===== src/rtl/fc_layer.sv =====
// The fc_layer_stream top level is defined in fc_layer_stream.sv.


===== src/rtl/fc_layer_stream_pkg.sv =====
// Shared types, weight table and arithmetic helpers for the streaming
// fully-connected layer. The weight table fixes the layer shape (N inputs,
// M outputs) and data width; the top-level parameters must agree with it.
package fc_layer_pkg;

   localparam int T_DEF = 8;   // data width, signed
   localparam int N_DEF = 4;   // inputs per vector
   localparam int M_DEF = 2;   // outputs per vector

   typedef enum logic [1:0] {
      LOAD    = 2'd0,
      COMPUTE = 2'd1,
      OUTPUT  = 2'd2
   } state_t;

   typedef logic signed [T_DEF-1:0] data_t;
   typedef logic [$clog2(N_DEF)-1:0] n_idx_t;
   typedef logic [$clog2(M_DEF)-1:0] m_idx_t;

   // Accumulator wide enough that N full-scale products can never overflow.
   function automatic int acc_width(input int t, input int n);
      return 2 * t + $clog2(n);
   endfunction

   localparam int ACC_W = acc_width(T_DEF, N_DEF);
   typedef logic signed [ACC_W-1:0] acc_t;

   // Row m holds the weights applied to x[0..N-1] for output y[m].
   localparam data_t WEIGHTS [M_DEF][N_DEF] = '{
      '{ 8'sd1, 8'sd2,  8'sd3, 8'sd4},
      '{-8'sd1, 8'sd1, -8'sd1, 8'sd1}
   };

   function automatic data_t w(input m_idx_t m, input n_idx_t n);
      return WEIGHTS[m][n];
   endfunction

   localparam acc_t ACC_MAX = acc_t'(2 ** (T_DEF - 1) - 1);
   localparam acc_t ACC_MIN = acc_t'(-(2 ** (T_DEF - 1)));

   // Clamp the accumulator into the output range, then optionally zero
   // negative results.
   function automatic data_t sat_relu(input acc_t a, input logic relu);
      data_t r;
      if (a > ACC_MAX)
         r = {1'b0, {(T_DEF-1){1'b1}}};
      else if (a < ACC_MIN)
         r = {1'b1, {(T_DEF-1){1'b0}}};
      else
         r = a[T_DEF-1:0];
      if (relu && r[T_DEF-1])
         r = '0;
      return r;
   endfunction

endpackage


===== src/rtl/fc_layer_stream_if.sv =====
// Valid/ready bundle for the layer: input words flow in on s_*, results
// flow out on m_*. The layer uses the slave view, the initiator the master.
interface fc_layer_stream_if #(
   parameter int T = 8
);
   logic                s_valid;
   logic                s_ready;
   logic signed [T-1:0] data_in;
   logic                m_valid;
   logic                m_ready;
   logic signed [T-1:0] data_out;

   modport slave (
      input  s_valid, data_in, m_ready,
      output s_ready, m_valid, data_out
   );

   modport master (
      output s_valid, data_in, m_ready,
      input  s_ready, m_valid, data_out
   );
endinterface


===== src/rtl/fc_layer_stream_mac.sv =====
// Signed multiply-accumulate. acc_next exposes the sum including the
// current product so the caller can capture the final result on the same
// edge that performs the last MAC.
module fc_mac
   import fc_layer_pkg::*;
(
   input  logic  clk,
   input  logic  reset_n,
   input  logic  clr,
   input  logic  en,
   input  data_t a,
   input  data_t b,
   output acc_t  acc_next
);

   logic signed [2*T_DEF-1:0] prod;
   acc_t                      acc;

   assign prod     = a * b;
   assign acc_next = acc + acc_t'(prod);

   // Accumulator register: clear starts a new dot product, enable adds one term.
   // NOTE: sequential state uses non-blocking assignment so every register
   // samples pre-edge values regardless of block ordering.
   always_ff @(posedge clk or negedge reset_n) begin
      if (!reset_n)
         acc <= '0;
      else if (clr)
         acc <= '0;
      else if (en)
         acc <= acc_next;
   end

endmodule


===== src/rtl/fc_layer_stream.sv =====
// Streaming fully-connected layer: loads N inputs, runs M dot products at
// one MAC per cycle, saturates (and optionally rectifies) each result and
// presents it on a valid/ready output until taken.
module fc_layer_stream
   import fc_layer_pkg::*;
#(
   parameter int T    = T_DEF,
   parameter int N    = N_DEF,
   parameter int M    = M_DEF,
   parameter bit RELU = 1'b1
) (
   input logic              clk,
   input logic              reset_n,
   fc_layer_stream_if.slave bus
);

   localparam n_idx_t N_LAST = n_idx_t'(N - 1);
   localparam m_idx_t M_LAST = m_idx_t'(M - 1);

   state_t              state;
   state_t              state_nxt;
   n_idx_t              n_cnt;      // input index in LOAD, MAC term index in COMPUTE
   m_idx_t              m_cnt;      // output currently being computed/presented
   logic signed [T-1:0] x_mem [N];
   logic signed [T-1:0] data_q;
   logic                s_ready_c;
   logic                m_valid_c;
   logic                load_hs;
   logic                out_hs;
   logic                mac_clr;
   logic                mac_en;
   logic                n_last;
   logic                m_last;
   acc_t                acc_next;

   assign n_last = (n_cnt == N_LAST);
   assign m_last = (m_cnt == M_LAST);

   fc_mac u_mac (
      .clk      (clk),
      .reset_n  (reset_n),
      .clr      (mac_clr),
      .en       (mac_en),
      .a        (w(m_cnt, n_cnt)),
      .b        (x_mem[n_cnt]),
      .acc_next (acc_next)
   );

   // State register.
   always_ff @(posedge clk or negedge reset_n) begin
      if (!reset_n)
         state <= LOAD;
      else
         state <= state_nxt;
   end

   // Next-state logic: LOAD until N words taken, N MAC cycles, then hold
   // the result until the consumer takes it.
   always_comb begin
      state_nxt = state;
      unique case (state)
         LOAD:    if (load_hs && n_last) state_nxt = COMPUTE;
         COMPUTE: if (n_last)            state_nxt = OUTPUT;
         OUTPUT:  if (out_hs)            state_nxt = m_last ? LOAD : COMPUTE;
         default:                        state_nxt = LOAD;
      endcase
   end

   // Output decode: handshake flags come from registered state only.
   // NOTE: every signal written here gets a default first so no path
   // through the block leaves it unassigned and infers a latch.
   always_comb begin
      s_ready_c = 1'b0;
      m_valid_c = 1'b0;
      mac_en    = 1'b0;
      unique case (state)
         LOAD:    s_ready_c = 1'b1;
         COMPUTE: mac_en    = 1'b1;
         OUTPUT:  m_valid_c = 1'b1;
         default: ;
      endcase
      load_hs = s_ready_c && bus.s_valid;
      out_hs  = m_valid_c && bus.m_ready;
      mac_clr = (load_hs && n_last) || (out_hs && !m_last);
   end

   // Counters and output register.
   always_ff @(posedge clk or negedge reset_n) begin
      if (!reset_n) begin
         n_cnt  <= '0;
         m_cnt  <= '0;
         data_q <= '0;
      end else begin
         unique case (state)
            LOAD: begin
               if (load_hs) begin
                  n_cnt <= n_last ? '0 : n_cnt + n_idx_t'(1);
                  if (n_last)
                     m_cnt <= '0;
               end
            end
            COMPUTE: begin
               n_cnt <= n_last ? '0 : n_cnt + n_idx_t'(1);
               if (n_last)
                  data_q <= sat_relu(acc_next, RELU);
            end
            OUTPUT: begin
               if (out_hs && !m_last)
                  m_cnt <= m_cnt + m_idx_t'(1);
            end
            default: ;
         endcase
      end
   end

   // Input vector storage, written only on an accepted word.
   // NOTE: x_mem has no reset; it is always fully rewritten before it is
   // read, so resetting it would only add logic.
   always_ff @(posedge clk) begin
      if (load_hs)
         x_mem[n_cnt] <= bus.data_in;
   end

   assign bus.s_ready  = s_ready_c;
   assign bus.m_valid  = m_valid_c;
   assign bus.data_out = data_q;

endmodule


===== src/flat_wrapper.sv =====
// flat-port wrapper written by rule: the top's interface ports become plain ports
module fc_layer_stream_flat import fc_layer_pkg::*;
#(
   parameter int T    = T_DEF,
   parameter int N    = N_DEF,
   parameter int M    = M_DEF,
   parameter bit RELU = 1'b1
)
  (clk, reset_n, bus_s_valid, bus_data_in, bus_m_ready, bus_s_ready, bus_m_valid, bus_data_out);
  fc_layer_stream_if #(.T(T)) bus_i ();
  input logic clk;
  input logic reset_n;
  input wire logic [$bits(bus_i.s_valid)-1:0] bus_s_valid;
  input wire logic [$bits(bus_i.data_in)-1:0] bus_data_in;
  input wire logic [$bits(bus_i.m_ready)-1:0] bus_m_ready;
  output wire logic [$bits(bus_i.s_ready)-1:0] bus_s_ready;
  output wire logic [$bits(bus_i.m_valid)-1:0] bus_m_valid;
  output wire logic [$bits(bus_i.data_out)-1:0] bus_data_out;
  assign bus_i.s_valid = bus_s_valid;
  assign bus_i.data_in = bus_data_in;
  assign bus_i.m_ready = bus_m_ready;
  assign bus_s_ready = bus_i.s_ready;
  assign bus_m_valid = bus_i.m_valid;
  assign bus_data_out = bus_i.data_out;
  fc_layer_stream #(.T(T), .N(N), .M(M), .RELU(RELU)) u_core (.clk(clk), .reset_n(reset_n), .bus(bus_i));
endmodule

===== config.mk =====
export PLATFORM = sky130hd
export DESIGN_NAME = fc_layer_stream_flat
export DESIGN_NICKNAME = d
export VERILOG_FILES = /design/src/rtl/fc_layer.sv /design/src/rtl/fc_layer_stream_pkg.sv /design/src/rtl/fc_layer_stream_if.sv /design/src/rtl/fc_layer_stream_mac.sv /design/src/rtl/fc_layer_stream.sv /design/src/flat_wrapper.sv
export SDC_FILE = /design/constraint.sdc
export NUM_CORES = 1
export LEC_CHECK = 0
export BUFFER_PORTS_ARGS = -buffer_cell sky130_fd_sc_hd__buf_2
export CELL_PAD_IN_SITES_DETAIL_PLACEMENT = 1
export CELL_PAD_IN_SITES_GLOBAL_PLACEMENT = 2
export CORE_ASPECT_RATIO = 1.4
export CORE_UTILIZATION = 23
export DETAILED_ROUTE_END_ITERATION = 7
export PLACE_DENSITY = 0.58
export SKIP_CTS_REPAIR_TIMING = 1
export SLEW_MARGIN = 20
export SYNTH_ARGS = -nofsm -noshare
export SYNTH_HDL_FRONTEND = slang
export SYNTH_HIERARCHICAL = 1
export SYNTH_SLANG_ARGS = --single-unit

===== constraint.sdc =====
create_clock -name clk -period 11.98 [get_ports clk]
set_input_delay 1.198 -clock clk [delete_from_list [all_inputs] [get_ports clk]]
set_output_delay 1.198 -clock clk [all_outputs]
set_load 0.01 [all_outputs]

==> key figures, run 1 <==
Run status
  – Status: completed

Worst setup path
  – CP Launch Type: flip-flop
  – Required time of the critical path: 12.20 ns
  – Setup crit end kind: flip-flop
  – Critical path class: reg2reg
  – R2r startpoint: u_core/n_cnt[0]
  – CP startpoint: u_core/n_cnt[0]
  – CP arrival: 7.23 ns
  – Worst-path maximum fanout: 41

Cells and area
  – Layout cells sized above 1: 0.0962
  – Nets: 686
  – Final Core Density: 0.262
  – Ant. Diodes: 0
  – Fill count: 2,887
  – Area grow syn2layout: 11.9%
  – Final instance area: 6660 sq um

Route
  – # DRC: 0
  – Total Routed Length: 14.4 mm
  – Antenna-violating nets left: 0
  – DR vias/cell: 4.32
  – Routed len/inst: 16.6 um
  – Via Count: 3,755
  – Drt first pass iters: 4
  – Starting DRT DRC Count: 79

Clock tree
  – CTS max path bufs: 2
  – CTS sink count: 62
  – CTS clk-pin slew, worst paths: 0.06 ns
  – Clk Latency, worst-skew pair: 0.33 ns
  – TritonCTS clock tree: built
  – CTS Buf Count: 9
  – H-Tree Depth: 3
  – Root Buffer: clkbuf_16

Timing
  – Setup ws final: 4.97 ns
  – RSZ-0062 raised after global routing: false
  – Clock Skews: 0.00688 ns
  – Worst-Margin Slew: 0.811 ns
  – Slew Limit Fails: 0
  – Slew headroom: 0.460
  – Tcrit/Tclk final: 0.585
  – Setup violators final: 0
  – Fin Setup TNS: 0 ns
  – Max Clock Freq: 143 MHz
  – Tmin final: 7.01 ns
  – Final Hold Fails: 0

Logic synthesis
  – Post-synth EDFFs: 32
  – Distinct cell type count after synthesis: 56
  – Flops & latches, synth: 62
  – Top-area cell type share of the netlist area: 0.269
  – Syn_area_per_cell: 11.3 sq um
  – Net count after synthesis: 666
  – Ys flop type: edfxtp_1
  – Largest area contributor in the netlist: fa_1
  – Synth top cells by count: inv_1, fa_1, ha_1
  – Most common cell in the synthesized netlist: inv_1
  – Netlist Area Pre-Place: 5950 sq um
  – Sequential share of the synthesized area: 0.288
  – Synth Instances: 526
  – FFs w/ async S/R, synth: 0.484
  – Synth Warn #: 6
  – Area contributors post-synth: fa_1, edfxtp_1, dfrtp_1

Place
  – DP Area: 6380 sq um
  – DP Worst Slack: 4.85 ns
  – Routability cong.: 0.758
  – Port Buffers: 20
  – Dpl hpwl: 11.8 mm

Global routing
  – Largest net degree at the start of global routing: 42
  – GRT Util Overall: 0.120
  – Vias in the first global route: 4,338
  – First-pass GRT wire length: 23.6 mm
  – GRT Residual Overflow: 0
  – Initial antenna violation count: 0

Floorplanning
  – # IOs: 22
  – Total core area: 25,400 sq um
  – Chip height: 192 um
  – Die Area: 26,500 sq um
  – Cell row count: 69
  – Initial Util: 0.234
  – Chip Width: 138 um

Flow run
  – Maxcap violations: 0

Hold path
  – Hold path startpoint: u_core/bus.data_out[0]
  – Hold WC Path Type: reg2reg
## registers in the layout, summed over array words and instances (netlist names)
| register | cells |
|---|---|
| u_core/bus.data_out | 7 |
| u_core/m_cnt | 1 |
| u_core/n_cnt | 2 |
| u_core/state | 2 |
| u_core/u_mac/acc | 18 |
| u_core/x_mem | 32 |
## layout make-up
type,instances,area [sq um],share of cell area
flip-flops and latches,62,1710,0.257
clock buffers,9,225,0.0338
multi-input cells,353,3790,0.569
well taps,319,399,0.0600
clock inverters,7,47.5,0.00714
inverters,98,368,0.0553
repair buffers,22,115,0.0173
## critical path, stage by stage (launching register included)
cell,delay [ns]
dfrtp_1,0.64
inv_1,0.23
ha_1,0.17
buf_4,0.34
and2_1,0.68
inv_1,0.16
fa_1,0.54
inv_1,0.06
fa_1,0.52
fa_1,0.44
fa_1,0.59
fa_1,0.43
ha_1,0.35
o21a_1,0.13
o21ai_1,0.24
a21oi_1,0.13
or3_1,0.34
and2_1,0.18
nor4_2,0.27
a31oi_2,0.21
o22a_1,0.24
## per-stage QoR
stage	instances	hold slack [ns]
final	870	0.530
after global routing	870	0.552
after CTS	870	0.532
after detailed placement	854	0.508
after global placement	854	0.499
after floorplan	526	0.486
## placed cells by master, fill, tap and decap left out, types with 6 or more instances in the layout
master and count:
o21ai_1 7, a21oi_1 10, buf_2 20, fa_1 80
a21o_1 14, dfrtp_1 30, ha_1 48, edfxtp_1 32
nor2_1 29, o22a_1 7, inv_1 96, mux4_2 7
xnor2_1 13, clkbuf_16 9, and2_1 35, nand2_1 28
mux2i_1 12, nor2b_1 6
## logic make-up after synthesis
logic type	share of synthesized area
AND/OR/NAND/NOR	0.112
XOR/XNOR	0.0250
adder cells (fa/ha/maj)	0.370
other	0.000631
multiplexers	0.0530
flip-flops	0.288
buffers and inverters	0.0749
AO/OA/AOI/OAI	0.0758
## metal layers
layer | GRT usage | routed length [um] | vias up
met5 | 0 | 0 | -
met4 | 0.0410 | 263 | 0
met3 | 0.0137 | 191 | 12
met2 | 0.226 | 8160 | 29
met1 | 0.136 | 5820 | 1972
li1 | - | - | 1742
## path summary, 6_finish.rpt
check | to | cells past startpoint | slack (ns)
worst max-delay path | u_core/bus.data_out[2] | 20 | 4.97
worst min-delay path | u_core/bus.data_out[0] | 1 | 0.53
worst max register to register | u_core/bus.data_out[2] | 20 | 4.97
worst min register to register | u_core/bus.data_out[0] | 1 | 0.53
max in group asynchronous | u_core/n_cnt[1] | 1 | 10.51
min in group asynchronous | u_core/u_mac/acc[13] | 1 | 0.95
Power of run 1 is left out: the tool's default activity adds up to more than one toggle a clock period on the data nets, which glitch-free logic cannot reach.
==> run 2, diff against run 1 <==
- clock period: 11.98 -> 6.7 ns (I/O delays scaled with it)
==> key figures, run 2 (synthesis results as in run 1) <==
Clock tree
  – CTS sink count: 62 (unchanged)
  – H-Tree Depth: 3 (unchanged)
  – CTS clk-pin slew, worst paths: 0.06 ns (about the same)
  – Clk Latency, worst-skew pair: 0.34 ns (about the same)
  – CTS max path bufs: 2 (unchanged)
  – CTS Buf Count: 9 (unchanged)
  – TritonCTS clock tree: built
  – Root Buffer: clkbuf_16

Place
  – Dpl hpwl: 12.0 mm (+2.0%)
  – Routability cong.: 0.761 (+0.34%)
  – DP Area: 6460 sq um (+1.2%)
  – Port Buffers: 20 (unchanged)
  – DP Worst Slack: 0.0658 ns (-4.78 ns)

Timing
  – Slew Limit Fails: 0 (unchanged)
  – Clock Skews: 0.00978 ns (+0.00290 ns)
  – Setup violators final: 0 (unchanged)
  – Fin Setup TNS: 0 ns (unchanged)
  – RSZ-0062 raised after global routing: false
  – Slew headroom: 0.495 (+0.0359)
  – Setup ws final: 0.356 ns (-4.61 ns)
  – Max Clock Freq: 158 MHz (+11%)
  – Worst-Margin Slew: 0.757 ns (-0.0538 ns)
  – Final Hold Fails: 0 (unchanged)
  – Tcrit/Tclk final: 0.947 (+0.362)
  – Tmin final: 6.34 ns (-0.668 ns)

Worst setup path
  – WP buf/inv: 1 (-3)
  – CP max stage cell: mux4_2
  – Worst-path maximum fanout: 8 (-80%)
  – Critical path's top delay family: adder cells
  – Most used cell, CP: fa_1
  – Setup crit end kind: flip-flop
  – Slowest Stage Delay on Critical Path: 0.62 ns (-0.06 ns)
  – Required time of the critical path: 6.92 ns (-5.28 ns)
  – CP Launch Type: flip-flop
  – Critical path class: reg2reg
  – CP arrival: 6.57 ns (-0.66 ns)
  – R2r startpoint: u_core/n_cnt[0]
  – Reg2Reg Setup Slack: 0.36 ns (-4.61 ns)
  – Worst-path cell chain: buf_4 -> mux4_2 -> and2_1 -> fa_1 -> fa_1 -> fa_1 -> fa_1 -> ha_1 -> ha_1 -> and4_1 -> a211oi_2 -> a21oi_1 -> or3_1 -> and2_1 -> nor4_2 -> a31oi_2 -> o22a_1
  – Worst reg2reg path endpoint: u_core/bus.data_out[0]
  – R2R depth: 17 (-15%)

Floorplanning
  – Die Area: 26,500 sq um (unchanged)
  – Chip height: 192 um (unchanged)
  – Chip Width: 138 um (unchanged)
  – # IOs: 22 (unchanged)
  – Total core area: 25,400 sq um (unchanged)
  – Cell row count: 69 (unchanged)
  – Initial Util: 0.234 (unchanged)

Cells and area
  – Layout cells sized above 1: 0.125 (+0.0286)
  – Ant. Diodes: 0 (unchanged)
  – Most common cell after layout, fill and taps aside: inv_1
  – Commonest non-fill, non-tap cells in the layout: inv_1, fa_1, ha_1, and2_1, edfxtp_1
  – Register with the most flip-flops: u_core/x_mem
  – Area grow syn2layout: 13.4%
  – Max reg flops: 32 (unchanged)
  – Nets: 696 (+1.5%)
  – Final instance area: 6750 sq um (+1.4%)

Global routing
  – GRT Residual Overflow: 0 (unchanged)
  – Largest net degree at the start of global routing: 31 (-26%)
  – GRT Util Overall: 0.120 (+0.000375)
  – First-pass GRT wire length: 23.7 mm (+0.47%)
  – Vias in the first global route: 4,428 (+2.1%)
  – Initial antenna violation count: 0 (unchanged)

Route
  – Via Count: 3,792 (+0.99%)
  – Met2 wire len: 8.15 mm (about the same)
  – Drt first pass iters: 4 (unchanged)
  – Starting DRT DRC Count: 89 (+13%)
  – Top layer in use: met4
  – DR vias/cell: 4.31 (-0.16%)
  – # DRC: 0 (unchanged)
  – DR WL met3: 188 um (-1.6%)
  – Antenna-violating nets left: 0 (unchanged)
  – Metal-1 WL: 5.59 mm (-4.0%)
  – Total Routed Length: 14.3 mm (-1.1%)
  – Routed len/inst: 16.2 um (-2.2%)

Flow run
  – Maxcap violations: 0 (unchanged)

Hold path
  – Hold WC Path Type: in2async

Run status
  – Status: completed
## run 2: changes by cell type in the layout (fill, tap and decap cells not counted), sizes merged
cell,previous run,this run
inv,100,99
clkinv,5,4
clkinvlp,0,2
buf,22,32
## run 2: metrics by stage
step,util,hold slack [ns],cells
4_1_cts,0.265,0.431,880
3_3_place_gp,0.254,0.493,864
3_5_place_dp,0.254,0.505,864
6_report,0.266,0.402,880
5_1_grt,0.266,0.471,880
2_1_floorplan,-,0.374,526
## run 2: final cells by class
| cell class | count | area [sq um] |
|---|---|---|
| Fill cell | 2926 | 18600 |
| Inverter | 98 | 372 |
| Sequential cell | 62 | 1710 |
| Clock inverter | 7 | 47.5 |
| Multi-Input combinational cell | 353 | 3800 |
| Clock buffer | 9 | 225 |
| Tap cell | 319 | 399 |
| Timing Repair Buffer | 32 | 190 |
## run 2: worst max-delay path by stage
| stage | from | to | depth (start not counted) |
|---|---|---|---|
| 2_1_floorplan | u_core/n_cnt[0] | u_core/bus.data_out[0] | 21 |
| 4_1_cts | u_core/n_cnt[0] | u_core/bus.data_out[0] | 16 |
| 6_report | u_core/n_cnt[0] | u_core/bus.data_out[0] | 17 |
| 3_5_place_dp | u_core/n_cnt[0] | u_core/bus.data_out[0] | 16 |
| 3_3_place_gp | u_core/n_cnt[0] | u_core/bus.data_out[0] | 16 |
| 5_1_grt | u_core/n_cnt[0] | u_core/bus.data_out[0] | 18 |
## run 2: metal layers
| metal | track usage | vias to the layer above |
|---|---|---|
| met2 | 0.230 | 36 |
| met4 | 0.0443 | 0 |
| met1 | 0.131 | 1971 |
| met3 | 0.0156 | 18 |
| li1 | - | 1767 |
| met5 | 0 | - |
Power of run 2 is left out for the same reason.
